==> src/rtl/axi4_masterrd_if.sv <==
// Bus bundle for axi4_masterrd: local command, AXI4 AR/R channels, local read stream
// and status. The master modport is the initiator's view; slave is the environment's view.
interface axi4_masterrd_if #(
  parameter int unsigned C_M_AXI_DATA_WIDTH = 32,
  parameter int unsigned C_M_AXI_ID_WIDTH   = 1,
  parameter int unsigned C_M_AXI_ADDR_WIDTH = 32
);

  // Local command
  logic                          cmd_valid;
  logic                          cmd_ready;
  logic [C_M_AXI_ADDR_WIDTH-1:0] cmd_addr;
  logic [15:0]                   cmd_len;

  // AXI4 read address channel
  logic [C_M_AXI_ID_WIDTH-1:0]   m_axi_arid;
  logic [C_M_AXI_ADDR_WIDTH-1:0] m_axi_araddr;
  logic [7:0]                    m_axi_arlen;
  logic [2:0]                    m_axi_arsize;
  logic [1:0]                    m_axi_arburst;
  logic                          m_axi_arvalid;
  logic                          m_axi_arready;

  // AXI4 read data channel
  logic [C_M_AXI_ID_WIDTH-1:0]   m_axi_rid;
  logic [C_M_AXI_DATA_WIDTH-1:0] m_axi_rdata;
  logic [1:0]                    m_axi_rresp;
  logic                          m_axi_rlast;
  logic                          m_axi_rvalid;
  logic                          m_axi_rready;

  // Local read stream and status
  logic [C_M_AXI_DATA_WIDTH-1:0] usr_rd_data;
  logic                          usr_rd_valid;
  logic                          usr_rd_ready;
  logic                          usr_rd_last;
  logic                          rd_done;
  logic                          rd_err;

  modport master (
    input  cmd_valid, cmd_addr, cmd_len,
    output cmd_ready,
    output m_axi_arid, m_axi_araddr, m_axi_arlen, m_axi_arsize, m_axi_arburst, m_axi_arvalid,
    input  m_axi_arready,
    input  m_axi_rid, m_axi_rdata, m_axi_rresp, m_axi_rlast, m_axi_rvalid,
    output m_axi_rready,
    output usr_rd_data, usr_rd_valid, usr_rd_last,
    input  usr_rd_ready,
    output rd_done, rd_err
  );

  modport slave (
    output cmd_valid, cmd_addr, cmd_len,
    input  cmd_ready,
    input  m_axi_arid, m_axi_araddr, m_axi_arlen, m_axi_arsize, m_axi_arburst, m_axi_arvalid,
    output m_axi_arready,
    output m_axi_rid, m_axi_rdata, m_axi_rresp, m_axi_rlast, m_axi_rvalid,
    input  m_axi_rready,
    input  usr_rd_data, usr_rd_valid, usr_rd_last,
    output usr_rd_ready,
    input  rd_done, rd_err
  );

endinterface

==> src/rtl/axi4_masterrd.sv <==
// AXI4 read initiator. Splits a local (address, beat count) command into INCR bursts that
// never cross a 4 KB page, issues them one at a time on AR and forwards R beats to a local
// valid/ready stream. Optional macro MASTERRD_SKID_BUF_EN inserts a registered 2-entry skid
// buffer between R and the local stream; by default the R path is a combinational pass-through.
module axi4_masterrd #(
  parameter int unsigned C_M_AXI_DATA_WIDTH = 32,
  parameter int unsigned C_M_AXI_ID_WIDTH   = 1,
  parameter int unsigned C_M_AXI_ADDR_WIDTH = 32,
  parameter int unsigned C_M_AXI_ID         = 0,
  parameter int unsigned C_MAX_BURST_LEN    = 16
) (
  input logic             m_axi_aclk,
  input logic             m_axi_areset,
  axi4_masterrd_if.master bus
);

  localparam int unsigned DW        = C_M_AXI_DATA_WIDTH;
  localparam int unsigned AW        = C_M_AXI_ADDR_WIDTH;
  localparam int unsigned Bytes     = DW / 8;
  localparam int unsigned Lsb       = $clog2(Bytes);
  localparam int unsigned PageBeats = 4096 / Bytes;
  localparam logic [AW-1:0] AddrMask = {{(AW - Lsb){1'b1}}, {Lsb{1'b0}}};

  typedef enum logic [1:0] {StIdle, StAddr, StData, StDone} state_e;

  state_e        state_q, state_d;
  logic [AW-1:0] addr_q, addr_d;
  logic [15:0]   remaining_q, remaining_d;
  logic [8:0]    beat_cnt_q, beat_cnt_d;
  logic [AW-1:0] araddr_q, araddr_d;
  logic [7:0]    arlen_q, arlen_d;
  logic          rd_err_q, rd_err_d;

  logic          cmd_ready;
  logic          cmd_fire;
  logic          ar_fire;
  logic          r_fire;
  logic          rready;
  logic          beat_last;
  logic          last_now;
  logic          burst_end;
  logic          buf_empty;
  logic [8:0]    ar_beats;
  logic [AW-1:0] cmd_addr_al;
  logic [AW-1:0] burst_src_addr;
  logic [15:0]   burst_src_rem;
  logic [8:0]    burst_len;

  // Beats that fit: min(remaining, max burst, beats left before the next 4 KB boundary)
  function automatic logic [8:0] calc_burst(input logic [11-Lsb:0] page_idx,
                                            input logic [15:0] rem);
    logic [16:0] room;
    logic [16:0] b;
    room = 17'(PageBeats) - 17'(page_idx);
    b    = {1'b0, rem};
    if (b > room) b = room;
    if (b > 17'(C_MAX_BURST_LEN)) b = 17'(C_MAX_BURST_LEN);
    return 9'(b);
  endfunction

  assign cmd_fire    = bus.cmd_valid & cmd_ready;
  assign ar_fire     = (state_q == StAddr) & bus.m_axi_arready;
  assign r_fire      = bus.m_axi_rvalid & rready;
  assign beat_last   = (beat_cnt_q == 9'd1);
  assign last_now    = beat_last & (remaining_q == 16'd0);
  assign burst_end   = (state_q == StData) & r_fire & beat_last;
  assign ar_beats    = {1'b0, arlen_q} + 9'd1;
  assign cmd_addr_al = bus.cmd_addr & AddrMask;

  // From IDLE the first burst is sized from the incoming command, later ones from state
  assign burst_src_addr = (state_q == StIdle) ? cmd_addr_al  : addr_q;
  assign burst_src_rem  = (state_q == StIdle) ? bus.cmd_len : remaining_q;
  assign burst_len      = calc_burst(burst_src_addr[11:Lsb], burst_src_rem);

  // State and datapath registers
  always_ff @(posedge m_axi_aclk or posedge m_axi_areset) begin
    if (m_axi_areset) begin
      state_q     <= StIdle;
      addr_q      <= '0;
      remaining_q <= '0;
      beat_cnt_q  <= '0;
      araddr_q    <= '0;
      arlen_q     <= '0;
      rd_err_q    <= 1'b0;
    end else begin
      state_q     <= state_d;
      addr_q      <= addr_d;
      remaining_q <= remaining_d;
      beat_cnt_q  <= beat_cnt_d;
      araddr_q    <= araddr_d;
      arlen_q     <= arlen_d;
      rd_err_q    <= rd_err_d;
    end
  end

  // Next-state logic
  always_comb begin
    state_d = state_q;
    unique case (state_q)
      StIdle: if (cmd_fire) state_d = (bus.cmd_len == 16'd0) ? StDone : StAddr;
      StAddr: if (bus.m_axi_arready) state_d = StData;
      StData: if (burst_end) state_d = (remaining_q == 16'd0) ? StDone : StAddr;
      StDone: if (buf_empty) state_d = StIdle;
      default: state_d = StIdle;
    endcase
  end

  // Command latch, AR parameter capture, beat counting and error tracking
  always_comb begin
    addr_d      = addr_q;
    remaining_d = remaining_q;
    beat_cnt_d  = beat_cnt_q;
    araddr_d    = araddr_q;
    arlen_d     = arlen_q;
    rd_err_d    = rd_err_q;
    if (cmd_fire) begin
      addr_d      = cmd_addr_al;
      remaining_d = bus.cmd_len;
      rd_err_d    = 1'b0;
    end
    if (ar_fire) begin
      beat_cnt_d  = ar_beats;
      remaining_d = remaining_q - {7'd0, ar_beats};
      addr_d      = addr_q + (AW'(ar_beats) << Lsb);
    end
    if ((state_q == StData) && r_fire) begin
      beat_cnt_d = beat_cnt_q - 9'd1;
      // rlast must coincide exactly with the final counted beat
      if ((bus.m_axi_rresp != 2'b00) || (bus.m_axi_rlast != beat_last)) rd_err_d = 1'b1;
    end
    // AR fields are captured once on entry to ADDR so they hold steady through a stall
    if ((state_d == StAddr) && (state_q != StAddr)) begin
      araddr_d = burst_src_addr;
      arlen_d  = 8'(burst_len - 9'd1);
    end
  end

  // FSM outputs; cmd_ready is masked while reset is asserted
  always_comb begin
    cmd_ready   = (state_q == StIdle) & ~m_axi_areset;
    bus.rd_done = (state_q == StDone) & buf_empty;
  end

  assign bus.cmd_ready     = cmd_ready;
  assign bus.rd_err        = rd_err_q;
  assign bus.m_axi_arid    = C_M_AXI_ID_WIDTH'(C_M_AXI_ID);
  assign bus.m_axi_araddr  = araddr_q;
  assign bus.m_axi_arlen   = arlen_q;
  assign bus.m_axi_arsize  = 3'(Lsb);
  assign bus.m_axi_arburst = 2'b01;
  assign bus.m_axi_arvalid = (state_q == StAddr);
  assign bus.m_axi_rready  = rready;

`ifdef MASTERRD_SKID_BUF_EN
  // Entry 0 is the head; each entry holds {last, data}
  logic [DW:0] skid_q [2];
  logic [DW:0] skid_d [2];
  logic [1:0]  cnt_q, cnt_d;
  logic        rready_q, rready_d;
  logic        push;
  logic        pop;
  logic        wr_sel;

  assign push   = r_fire;
  assign pop    = (cnt_q != 2'd0) & bus.usr_rd_ready;
  assign wr_sel = (cnt_q == 2'd1) & ~pop;
  assign rready = rready_q;

  // Skid buffer occupancy and registered R ready
  always_comb begin
    skid_d = skid_q;
    cnt_d  = cnt_q + {1'b0, push} - {1'b0, pop};
    if (pop) skid_d[0] = skid_q[1];
    if (push) skid_d[wr_sel] = {last_now, bus.m_axi_rdata};
    rready_d = (state_d == StData) & (cnt_d != 2'd2);
  end

  // Skid buffer storage
  always_ff @(posedge m_axi_aclk or posedge m_axi_areset) begin
    if (m_axi_areset) begin
      skid_q[0] <= '0;
      skid_q[1] <= '0;
      cnt_q     <= '0;
      rready_q  <= 1'b0;
    end else begin
      skid_q    <= skid_d;
      cnt_q     <= cnt_d;
      rready_q  <= rready_d;
    end
  end

  assign buf_empty        = (cnt_q == 2'd0);
  assign bus.usr_rd_valid = (cnt_q != 2'd0);
  assign bus.usr_rd_data  = skid_q[0][DW-1:0];
  assign bus.usr_rd_last  = (cnt_q != 2'd0) & skid_q[0][DW];
`else
  logic usr_valid;

  // Zero-latency pass-through of R to the local stream
  always_comb begin
    usr_valid = (state_q == StData) & bus.m_axi_rvalid;
    rready    = (state_q == StData) & bus.usr_rd_ready;
  end

  assign buf_empty        = 1'b1;
  assign bus.usr_rd_valid = usr_valid;
  assign bus.usr_rd_data  = bus.m_axi_rdata;
  assign bus.usr_rd_last  = usr_valid & last_now;
`endif

  // RID carries no information with a single outstanding burst
  logic unused_rid;
  assign unused_rid = ^bus.m_axi_rid;

endmodule

==> src/flat_wrapper.sv <==
// flat-port wrapper written by rule: the top's interface ports become plain ports
module axi4_masterrd_flat 
#(
  parameter int unsigned C_M_AXI_DATA_WIDTH = 32,
  parameter int unsigned C_M_AXI_ID_WIDTH   = 1,
  parameter int unsigned C_M_AXI_ADDR_WIDTH = 32,
  parameter int unsigned C_M_AXI_ID         = 0,
  parameter int unsigned C_MAX_BURST_LEN    = 16
)
  (m_axi_aclk, m_axi_areset, bus_cmd_valid, bus_cmd_addr, bus_cmd_len, bus_cmd_ready, bus_m_axi_arid, bus_m_axi_araddr, bus_m_axi_arlen, bus_m_axi_arsize, bus_m_axi_arburst, bus_m_axi_arvalid, bus_m_axi_arready, bus_m_axi_rid, bus_m_axi_rdata, bus_m_axi_rresp, bus_m_axi_rlast, bus_m_axi_rvalid, bus_m_axi_rready, bus_usr_rd_data, bus_usr_rd_valid, bus_usr_rd_last, bus_usr_rd_ready, bus_rd_done, bus_rd_err);
  axi4_masterrd_if #(.C_M_AXI_DATA_WIDTH(C_M_AXI_DATA_WIDTH), .C_M_AXI_ID_WIDTH(C_M_AXI_ID_WIDTH), .C_M_AXI_ADDR_WIDTH(C_M_AXI_ADDR_WIDTH)) bus_i ();
  input logic m_axi_aclk;
  input logic m_axi_areset;
  input wire logic [$bits(bus_i.cmd_valid)-1:0] bus_cmd_valid;
  input wire logic [$bits(bus_i.cmd_addr)-1:0] bus_cmd_addr;
  input wire logic [$bits(bus_i.cmd_len)-1:0] bus_cmd_len;
  output wire logic [$bits(bus_i.cmd_ready)-1:0] bus_cmd_ready;
  output wire logic [$bits(bus_i.m_axi_arid)-1:0] bus_m_axi_arid;
  output wire logic [$bits(bus_i.m_axi_araddr)-1:0] bus_m_axi_araddr;
  output wire logic [$bits(bus_i.m_axi_arlen)-1:0] bus_m_axi_arlen;
  output wire logic [$bits(bus_i.m_axi_arsize)-1:0] bus_m_axi_arsize;
  output wire logic [$bits(bus_i.m_axi_arburst)-1:0] bus_m_axi_arburst;
  output wire logic [$bits(bus_i.m_axi_arvalid)-1:0] bus_m_axi_arvalid;
  input wire logic [$bits(bus_i.m_axi_arready)-1:0] bus_m_axi_arready;
  input wire logic [$bits(bus_i.m_axi_rid)-1:0] bus_m_axi_rid;
  input wire logic [$bits(bus_i.m_axi_rdata)-1:0] bus_m_axi_rdata;
  input wire logic [$bits(bus_i.m_axi_rresp)-1:0] bus_m_axi_rresp;
  input wire logic [$bits(bus_i.m_axi_rlast)-1:0] bus_m_axi_rlast;
  input wire logic [$bits(bus_i.m_axi_rvalid)-1:0] bus_m_axi_rvalid;
  output wire logic [$bits(bus_i.m_axi_rready)-1:0] bus_m_axi_rready;
  output wire logic [$bits(bus_i.usr_rd_data)-1:0] bus_usr_rd_data;
  output wire logic [$bits(bus_i.usr_rd_valid)-1:0] bus_usr_rd_valid;
  output wire logic [$bits(bus_i.usr_rd_last)-1:0] bus_usr_rd_last;
  input wire logic [$bits(bus_i.usr_rd_ready)-1:0] bus_usr_rd_ready;
  output wire logic [$bits(bus_i.rd_done)-1:0] bus_rd_done;
  output wire logic [$bits(bus_i.rd_err)-1:0] bus_rd_err;
  assign bus_i.cmd_valid = bus_cmd_valid;
  assign bus_i.cmd_addr = bus_cmd_addr;
  assign bus_i.cmd_len = bus_cmd_len;
  assign bus_cmd_ready = bus_i.cmd_ready;
  assign bus_m_axi_arid = bus_i.m_axi_arid;
  assign bus_m_axi_araddr = bus_i.m_axi_araddr;
  assign bus_m_axi_arlen = bus_i.m_axi_arlen;
  assign bus_m_axi_arsize = bus_i.m_axi_arsize;
  assign bus_m_axi_arburst = bus_i.m_axi_arburst;
  assign bus_m_axi_arvalid = bus_i.m_axi_arvalid;
  assign bus_i.m_axi_arready = bus_m_axi_arready;
  assign bus_i.m_axi_rid = bus_m_axi_rid;
  assign bus_i.m_axi_rdata = bus_m_axi_rdata;
  assign bus_i.m_axi_rresp = bus_m_axi_rresp;
  assign bus_i.m_axi_rlast = bus_m_axi_rlast;
  assign bus_i.m_axi_rvalid = bus_m_axi_rvalid;
  assign bus_m_axi_rready = bus_i.m_axi_rready;
  assign bus_usr_rd_data = bus_i.usr_rd_data;
  assign bus_usr_rd_valid = bus_i.usr_rd_valid;
  assign bus_usr_rd_last = bus_i.usr_rd_last;
  assign bus_i.usr_rd_ready = bus_usr_rd_ready;
  assign bus_rd_done = bus_i.rd_done;
  assign bus_rd_err = bus_i.rd_err;
  axi4_masterrd #(.C_M_AXI_DATA_WIDTH(C_M_AXI_DATA_WIDTH), .C_M_AXI_ID_WIDTH(C_M_AXI_ID_WIDTH), .C_M_AXI_ADDR_WIDTH(C_M_AXI_ADDR_WIDTH), .C_M_AXI_ID(C_M_AXI_ID), .C_MAX_BURST_LEN(C_MAX_BURST_LEN)) u_core (.m_axi_aclk(m_axi_aclk), .m_axi_areset(m_axi_areset), .bus(bus_i));
endmodule
==> config.mk <==
export PLATFORM = sky130hd
export DESIGN_NAME = axi4_masterrd_flat
export DESIGN_NICKNAME = d
export VERILOG_FILES = /design/src/rtl/axi4_masterrd_if.sv /design/src/rtl/axi4_masterrd.sv /design/src/flat_wrapper.sv
export SDC_FILE = /design/constraint.sdc
export NUM_CORES = 1
export LEC_CHECK = 0
export ABC_AREA = 1
export BUFFER_PORTS_ARGS = -buffer_cell sky130_fd_sc_hd__buf_2
export CAP_MARGIN = 30
export CORE_ASPECT_RATIO = 0.75
export CORE_MARGIN = 1.5
export CORE_UTILIZATION = 56
export DETAILED_ROUTE_END_ITERATION = 12
export GPL_ROUTABILITY_DRIVEN = 0
export PLACE_DENSITY = 0.94
export SYNTH_ARGS = -nofsm -noshare
export SYNTH_HDL_FRONTEND = slang
export SYNTH_SLANG_ARGS = --single-unit
==> constraint.sdc <==
create_clock -name m_axi_aclk -period 10.7 [get_ports m_axi_aclk]
set_input_delay 1.07 -clock m_axi_aclk [delete_from_list [all_inputs] [get_ports m_axi_aclk]]
set_output_delay 1.07 -clock m_axi_aclk [all_outputs]
set_load 0.05 [all_outputs]
==> flow_summary.json, run 1 <==
{
  "hpwl_um": 15000,
  "cp.arrival_ps": 5280,
  "synthesis.area_um2": 7620,
  "grt_pass1_wl_um": 33500,
  "antenna_left": 0,
  "worstSetupEndpointType": "flip-flop",
  "crit_start": "u_core.state_q[1]$_DFF_PP0_",
  "syn_inst": 1073,
  "synth-edff-count": 0,
  "start_util_pct": 58.0,
  "cts_buffers": 9,
  "ys_types": 52,
  "grt_overflow": 0,
  "period_share_pct": 46.6,
  "drt_wl_total_um": 20900,
  "finClkSkew_ps": 15.4,
  "cts.htree.levels": 3,
  "slowest_stage": "buf_4",
  "synthArstFlopShare_pct": 100,
  "crit_type": "reg -> reg",
  "ys_seq_area_share_pct": 31.5,
  "worst_slew_pin_slew_ps": 984,
  "drc_errors": 0,
  "clock_path_buffers": 2,
  "setup_viol": 0,
  "crit_fanout": 45,
  "die_h_um": 104,
  "hp-start": "u_core.bus.m_axi_araddr[3]$_DFFE_PP0P_",
  "cts.sinks": 96,
  "slew_headroom_pct": 34.2,
  "crit_top_cell": "nand2_1",
  "antenna_found_initial": 0,
  "antenna_cells": 0,
  "r2r-start": "u_core.state_q[1]$_DFF_PP0_",
  "via_count": 7671,
  "fp.coreArea_um2": 13200,
  "yosysWarnings": 0,
  "path_buf_inv": 3,
  "status": "completed",
  "drt_pass1_iterations": 8,
  "cts_setup_buffers": 0,
  "hold_ws_ps": 482,
  "layout.nets": 1241,
  "hold_viol_final": 0,
  "hp-class": "reg -> reg",
  "track_usage_pct": 29.4,
  "syn_avg_cell_area_um2": 7.10,
  "drtIter0Drc": 919,
  "grt_max_degree": 86,
  "vias_per_cell": 5.94,
  "clkLatencyLatePin_ps": 360,
  "r2r_setup_slack_ps": 5720,
  "utilization_pct": 62.1,
  "post-route-min-period_ps": 4980,
  "area_delta_synth_final_pct": 7.22,
  "setup.worst_path.end": "u_core.bus.m_axi_arlen[4]$_DFFE_PP0P_",
  "ctsHoldBuffers": 0,
  "maxCapViolations": 0,
  "grt_pass1_vias": 6975,
  "ys_ff_latch": 96,
  "synth_flop_cell": "dfrtp_1",
  "fillCellCount": 1140,
  "crit_family": "simple AND/OR/NAND/NOR gates",
  "startpoint_type": "flip-flop",
  "tritoncts": "yes",
  "slowest_delay_ps": 530,
  "cp.required_ps": 11000,
  "path_clk_slew_ps": 70,
  "portBuffers": 99,
  "die_w_um": 138,
  "crit_cells": 27,
  "std_cell_rows": 36,
  "cts_root_buf": "clkbuf_16",
  "timing.fmax_ghz": 0.201,
  "setup-tns-final_ps": 0,
  "r2r_cells": 27,
  "drive_gt1_share_pct": 16.3,
  "slew_viol_final": 0,
  "p_leak_nw": 4.20,
  "post_cts_resized": 0,
  "rsz0062_at_grt": "false",
  "peakVddDrop_uv": 247,
  "r2r_end": "u_core.bus.m_axi_arlen[4]$_DFFE_PP0P_",
  "die_area_um2": 14300,
  "ios": 175,
  "post_drt_wl_per_cell_um": 16.2,
  "cellPowerDensity_nw_per_um2": 369
}
==> kinds of logic after synthesis <==
| family | Yosys count | synth area share (%) |
|---|---|---|
| AO/OA/AOI/OAI | 209 | 16.4 |
| XOR/XNOR | 33 | 3.79 |
| adder cells (fa/ha/maj) | 36 | 6.11 |
| buffers and inverters | 216 | 13.4 |
| flip-flops | 96 | 31.5 |
| other | 2 | 0.0985 |
| AND/OR/NAND/NOR | 481 | 28.6 |
==> flip-flops by register name, summed over array words and instances, names as in the netlist <==
| register | count |
|---|---|
| u_core.addr_q | 30 |
| u_core.beat_cnt_q | 9 |
| u_core.bus.m_axi_araddr | 30 |
| u_core.bus.m_axi_arlen | 8 |
| u_core.bus.rd_err | 1 |
| u_core.remaining_q | 16 |
| u_core.state_q | 2 |
==> metrics by stage <==
stage	setup slack [ps]	cells	total power, W	cell area (um^2)
2_1_floorplan	6500	1079	0.00224	7640
3_5_place_dp	5830	1275	0.00262	7880
6_report	5720	1291	0.00302	8170
3_3_place_gp	5970	1275	0.00254	7880
4_1_cts	5870	1291	0.00298	8170
5_1_grt	5400	1291	0.00324	8170
==> metal layers <==
layer  GRT usage, %  vias to the layer above  part of all wire, %
met5              0                        -                    0
met4           8.56                        0                  2.4
met3           5.80                       55                   12
met2           44.4                      508                   43
met1           42.7                     3558                   43
li1               -                     3550                    -
==> layout by cell type, fill, tap and decap left out, types with 29 or more instances in the layout <==
cell and n:
nand3_1 49, nand2_1 270, nor2_1 66, buf_2 99, xor2_1 29, dfrtp_1 96
o21ai_0 99, a21oi_1 34, inv_1 132, ha_1 34
==> where the power goes <==
group / switching [W] / internal [W] / total (W) / leakage, nW
registers: 0.000171 / 0.000542 / 0.000713 / 1.16
clock network: 0.000162 / 0.000165 / 0.000327 / 0.143
logic: 0.00138 / 0.000598 / 0.00198 / 2.90
total: 0.00171 / 0.00131 / 0.00302 / 4.20
==> final cells by class <==
class	instances	area (um^2)	area share, %
flip-flops and latches	96	2400	29.4
well taps	171	214	2.62
repair buffers	102	518	6.34
inverters	139	526	6.43
clock inverters	7	67.6	0.827
clock buffers	9	225	2.76
multi-input cells	767	4220	51.6
==> worst min-delay path by stage <==
| stage | to | cells past startpoint |
|---|---|---|
| floorplan | u_core.beat_cnt_q[7]$_DFFE_PP0P_ | 1 |
| global placement | u_core.bus.m_axi_araddr[11]$_DFFE_PP0P_ | 2 |
| detailed placement | u_core.bus.m_axi_araddr[3]$_DFFE_PP0P_ | 2 |
| CTS | u_core.bus.m_axi_araddr[3]$_DFFE_PP0P_ | 2 |
| global route | u_core.bus.m_axi_araddr[2]$_DFFE_PP0P_ | 2 |
| finish | u_core.bus.m_axi_araddr[3]$_DFFE_PP0P_ | 2 |
==> worst reg2reg max path, cell delays in order, from the launching register on <==
cell      delay [ps]
dfrtp_1          460
nor2_4           440
buf_4            530
nand2_1          190
nand2_4          170
inv_2             50
nor2_2           180
nand2_1           90
nand2_1           80
nand2_2           70
ha_1             320
nand2_1           80
nor2_1           150
nand3_1           90
nor3_1           330
nand3b_4         180
nand2_4          190
nand2_1           70
nand2_1          160
nor2_1            60
nand2_1           60
nand2_1           80
nand3_1          130
ha_1             210
inv_1             70
o31ai_1          260
nand3_1          110
nand2_1           90
==> Yosys cell counts (5+ instances only) <==
cell type | instances | area (um^2)
ha_1 | 34 | 425
or2_2 | 10 | 62.6
nand2_2 | 14 | 87.6
nor4_1 | 10 | 62.6
o211ai_1 | 13 | 97.6
a31oi_1 | 23 | 144
nor2_2 | 7 | 43.8
nor3_1 | 13 | 65.1
xor2_1 | 29 | 254
buf_2 | 5 | 25.0
nand2_1 | 271 | 1020
o221ai_1 | 9 | 78.8
nor2_1 | 66 | 248
dfrtp_1 | 96 | 2400
nand4_1 | 24 | 150
buf_4 | 41 | 308
inv_1 | 133 | 499
nand3_1 | 49 | 245
a21oi_1 | 34 | 170
o21ai_2 | 5 | 43.8
nand2_4 | 7 | 78.8
o21ai_0 | 99 | 495
clkbuf_1 | 25 | 93.8
o21ai_1 | 6 | 30.0
(Power assumes the default switching activity.)
==> inputs of run 2 (changes only) <==
==> constraint.sdc (replaced) <==
create_clock -name m_axi_aclk -period 4.9 [get_ports m_axi_aclk]
set_input_delay 0.49 -clock m_axi_aclk [delete_from_list [all_inputs] [get_ports m_axi_aclk]]
set_output_delay 0.49 -clock m_axi_aclk [all_outputs]
set_load 0.05 [all_outputs]
==> run 2 against run 1 <==
Register-to-register slack worse by 5300 ps. Maximum frequency is 11% higher. Cell count is 0.46% higher. Via count is 2.6% lower. Worst setup slack worse by 5300 ps. Clock-buffer cell count stayed put. Critical endpoint unchanged. Highest routed layer unchanged. Critical path type unchanged. Routed wire length is 2.0% lower. Critical path depth is 1 higher. Non-clock buffer count is 6 higher. Clock power is 110% higher.
==> flow_summary.json, run 2 (synthesis gave the netlist of run 1 again) <==
{
  "maxCapViolations": 0,
  "grt_pass1_wl_um": 32900,
  "setup_ws_ps": 403,
  "clkLatencyLatePin_ps": 360,
  "portBuffers": 99,
  "crit_family": "simple AND/OR/NAND/NOR gates",
  "ios": 175,
  "slowest_stage": "dfrtp_1",
  "final_cell_mix": "nand2_1, inv_1, o21ai_0, buf_2, dfrtp_1",
  "post-place-ws_ps": 513,
  "track_usage_pct": 29.1,
  "p_leak_nw": 4.22,
  "area_delta_synth_final_pct": 7.65,
  "drt_pass1_iterations": 6,
  "tritoncts": "yes",
  "setup-tns-final_ps": 0,
  "crit_top_cell": "nand2_1",
  "ctsHoldBuffers": 0,
  "slowest_delay_ps": 460,
  "hp-class": "in -> async",
  "via_count": 7470,
  "setup_viol": 0,
  "final_common_cell": "nand2_1",
  "timing.fmax_ghz": 0.222,
  "hpwl_um": 15200,
  "start_util_pct": 58.0,
  "slew_headroom_pct": 48.6,
  "vias_per_cell": 5.76,
  "cts_setup_buffers": 0,
  "cp.arrival_ps": 4790,
  "die_h_um": 104,
  "cts_buffers": 9,
  "path_buf_inv": 2,
  "path_clk_slew_ps": 80,
  "cts.htree.levels": 3,
  "worstSetupEndpointType": "flip-flop",
  "antenna_cells": 0,
  "cp.required_ps": 5190,
  "grt_pass1_vias": 6776,
  "fp.coreArea_um2": 13200,
  "peakVddDrop_uv": 434,
  "antenna_found_initial": 0,
  "dpl_cell_area_um2": 7930,
  "post_drt_wl_per_cell_um": 15.8,
  "crit_type": "reg -> reg",
  "fin_area_um2": 8210,
  "drt_wl_total_um": 20500,
  "antenna_left": 0,
  "cts_root_buf": "clkbuf_16",
  "finClkSkew_ps": 10.4,
  "die_w_um": 138,
  "period_share_pct": 91.8,
  "rsz0062_at_grt": "false",
  "die_area_um2": 14300,
  "hold_viol_final": 0,
  "cts.sinks": 96,
  "drtIter0Drc": 890,
  "layout.nets": 1247,
  "crit_fanout": 31,
  "drive_gt1_share_pct": 16.7,
  "grt_max_degree": 85,
  "clock_path_buffers": 2,
  "cellPowerDensity_nw_per_um2": 794,
  "post_cts_resized": 0,
  "post-route-min-period_ps": 4500,
  "drc_errors": 0,
  "grt_overflow": 0,
  "std_cell_rows": 36,
  "startpoint_type": "flip-flop",
  "status": "completed",
  "slew_viol_final": 0,
  "worst_slew_pin_slew_ps": 770
}
run 2: cell count changes in the layout (fill, tap and decap cells not counted):
cell,delta
buf_4,+6
inv_8,-3
clkinv_4,+2
clkinv_2,+1
clkinvlp_4,+1
inv_6,-1
run 2: path summary, 6_finish.rpt:
kind                       slack (ps)                                      end  depth (start not counted)                                    from
setup / recovery                  400    u_core.bus.m_axi_arlen[4]$_DFFE_PP0P_                         28             u_core.state_q[1]$_DFF_PP0_
hold / removal                    210  u_core.bus.m_axi_araddr[12]$_DFFE_PP0P_                          2                            m_axi_areset
hold reg to reg                   480   u_core.bus.m_axi_araddr[7]$_DFFE_PP0P_                          2  u_core.bus.m_axi_araddr[7]$_DFFE_PP0P_
min in group m_axi_aclk           390            u_core.addr_q[26]$_DFFE_PP0P_                          3                        bus_cmd_addr[26]
setup reg to reg                  400    u_core.bus.m_axi_arlen[4]$_DFFE_PP0P_                         28             u_core.state_q[1]$_DFF_PP0_
max in group asynchronous        3570    u_core.bus.m_axi_arlen[3]$_DFFE_PP0P_                          3                            m_axi_areset
run 2: stage by stage:
stage / utilization [%] / std cells / hold slack (ps) / power, W
4_1_cts: 62.4 / 1297 / 241 / 0.00644
5_1_grt: 62.4 / 1297 / 265 / 0.00704
2_1_floorplan: - / 1079 / 479 / 0.00489
6_report: 62.4 / 1297 / 214 / 0.00651
3_5_place_dp: 60.3 / 1281 / 468 / 0.00573
3_3_place_gp: 60.3 / 1281 / 465 / 0.00556
run 2: layout make-up:
| type | instances | area, um^2 |
|---|---|---|
| fill | 1143 | 4950 |
| multi-input combinational | 767 | 4220 |
| sequential | 96 | 2400 |
| timing repair buffer | 108 | 563 |
| inverter | 139 | 526 |
| clock buffer | 9 | 225 |
| tap | 171 | 214 |
| clock inverter | 7 | 55.1 |
run 2: power by group:
| part | total, W | leakage (nW) | switching, W | internal (W) |
|---|---|---|---|---|
| Clock | 0.000686 | 0.132 | 0.000336 | 0.000349 |
| Sequential | 0.00156 | 1.16 | 0.000373 | 0.00118 |
| Combinational | 0.00427 | 2.93 | 0.00295 | 0.00132 |
| Total | 0.00651 | 4.22 | 0.00366 | 0.00285 |
run 2: metal layers:
layer / vias to the layer above / part of all wire (%) / global-route usage (%)
li1: 3572 / - / -
met1: 3421 / 45 / 43.5
met2: 437 / 42 / 41.0
met3: 40 / 11 / 6.97
met4: 0 / 2.0 / 9.38
met5: - / 0 / 0
==> inputs of run 3 (changes only) <==
==> constraint.sdc (replaced) <==
create_clock -name m_axi_aclk -period 5.5 [get_ports m_axi_aclk]
set_input_delay 0.55 -clock m_axi_aclk [delete_from_list [all_inputs] [get_ports m_axi_aclk]]
set_output_delay 0.55 -clock m_axi_aclk [all_outputs]
set_load 0.05 [all_outputs]
==> run 3 against run 2 <==
Die area did not move. Combinational power is 11% lower. Routed wire length up 0.88%. Flip-flop and latch count did not move. Clock skew is 0.57 ps lower. Via count rose by 1.6%. Clock-buffer cell count stayed put. Utilization rose by 0.067 points. Total power fell by 9.9%. Critical path type unchanged. Hold slack worse by 2.8 ps.
==> flow_summary.json, run 3 (synthesis gave the netlist of run 1 again) <==
{
  "startpoint_type": "flip-flop",
  "grt_max_degree": 86,
  "hold_ws_ps": 211,
  "path_clk_slew_ps": 80,
  "drc_errors": 0,
  "hpwl_um": 14900,
  "drt_pass1_iterations": 6,
  "setup_viol": 0,
  "track_usage_pct": 29.7,
  "period_share_pct": 85.4,
  "slew_headroom_pct": 31.3,
  "ctsHoldBuffers": 0,
  "path_buf_inv": 2,
  "antenna_cells": 0,
  "start_util_pct": 58.0,
  "antenna_found_initial": 0,
  "crit_top_cell": "nand2_1",
  "clkLatencyLatePin_ps": 350,
  "slew_viol_final": 0,
  "final_common_cell": "nand2_1",
  "cts.htree.levels": 3,
  "p_leak_nw": 4.22,
  "grt_overflow": 0,
  "ios": 175,
  "hp-class": "in -> async",
  "crit_fanout": 17,
  "tritoncts": "yes",
  "crit_family": "simple AND/OR/NAND/NOR gates",
  "portBuffers": 99,
  "clock_path_buffers": 2,
  "worst_slew_pin_slew_ps": 1030,
  "crit_type": "reg -> reg",
  "post-route-min-period_ps": 4700,
  "layout.nets": 1244,
  "area_delta_synth_final_pct": 7.76,
  "vias_per_cell": 5.87,
  "cp.arrival_ps": 4980,
  "cts_root_buf": "clkbuf_16",
  "cp.required_ps": 5790,
  "die_h_um": 104,
  "cts_setup_buffers": 0,
  "post_drt_wl_per_cell_um": 16.0,
  "status": "completed",
  "cts_buffers": 9,
  "peakVddDrop_uv": 444,
  "slowest_delay_ps": 480,
  "drtIter0Drc": 879,
  "worstSetupEndpointType": "flip-flop",
  "std_cell_rows": 36,
  "drt_wl_total_um": 20700,
  "slowest_stage": "nor2_4",
  "hold_viol_final": 0,
  "antenna_left": 0,
  "setup-tns-final_ps": 0,
  "final_cell_mix": "nand2_1, inv_1, o21ai_0, buf_2, dfrtp_1",
  "timing.fmax_ghz": 0.213,
  "cts.sinks": 96,
  "rsz0062_at_grt": "false",
  "post_cts_resized": 0,
  "maxCapViolations": 0,
  "grt_pass1_wl_um": 33900,
  "die_area_um2": 14300,
  "grt_pass1_vias": 7079,
  "cellPowerDensity_nw_per_um2": 715,
  "die_w_um": 138,
  "fp.coreArea_um2": 13200,
  "via_count": 7593,
  "drive_gt1_share_pct": 16.5,
  "finClkSkew_ps": 9.79
}
run 3: cell count changes in the layout (fill, tap and decap cells not counted):
cell,before,now
buf_4,9,6
inv_8,0,2
bufinv_16,0,1
clkinv_2,2,1
clkinv_4,2,1
clkinvlp_4,2,1
run 3: report_power, final:
group / switching (W) / internal (W)
Sequential: 0.000329 / 0.00105
Clock: 0.000308 / 0.000364
Combinational: 0.00265 / 0.00117
Total: 0.00328 / 0.00259
run 3: per-layer routing:
layer | part of all wire (%) | track usage [%] | vias up
met2 | 42 | 43.8 | 443
li1 | - | - | 3561
met1 | 44 | 43.4 | 3540
met4 | 2.7 | 9.75 | 0
met5 | 0 | 0 | -
met3 | 11 | 6.09 | 49
run 3: final cells by class:
type / count / area (um^2)
timing repair buffer: 105 / 541
sequential: 96 / 2400
clock inverter: 7 / 86.3
fill: 1146 / 4940
tap: 171 / 214
multi-input combinational: 767 / 4220
clock buffer: 9 / 225
inverter: 139 / 526
run 3: final timing paths:
path	start	to	slack, ps	cells past startpoint
min in group m_axi_aclk	bus_cmd_addr[19]	u_core.bus.m_axi_araddr[19]$_DFFE_PP0P_	460	3
max in group asynchronous	m_axi_areset	u_core.bus.m_axi_arlen[2]$_DFFE_PP0P_	4100	3
max reg2reg	u_core.state_q[0]$_DFF_PP0_	u_core.bus.m_axi_arlen[4]$_DFFE_PP0P_	800	28
min reg2reg	u_core.bus.m_axi_araddr[6]$_DFFE_PP0P_	u_core.bus.m_axi_araddr[6]$_DFFE_PP0P_	480	2
min	m_axi_areset	u_core.bus.m_axi_araddr[31]$_DFFE_PP0P_	210	2
max	u_core.state_q[0]$_DFF_PP0_	u_core.bus.m_axi_arlen[4]$_DFFE_PP0P_	800	28
run 3: through the flow:
stage | area, um^2 | setup WS (ps) | cells | power [W] | util, %
floorplan | 7640 | 1680 | 1079 | 0.00436 | -
global placement | 7900 | 1190 | 1278 | 0.00495 | 60.1
detailed placement | 7900 | 989 | 1278 | 0.00510 | 60.1
CTS | 8210 | 876 | 1294 | 0.00580 | 62.5
global route | 8210 | 416 | 1294 | 0.00634 | 62.5
finish | 8210 | 804 | 1294 | 0.00587 | 62.5
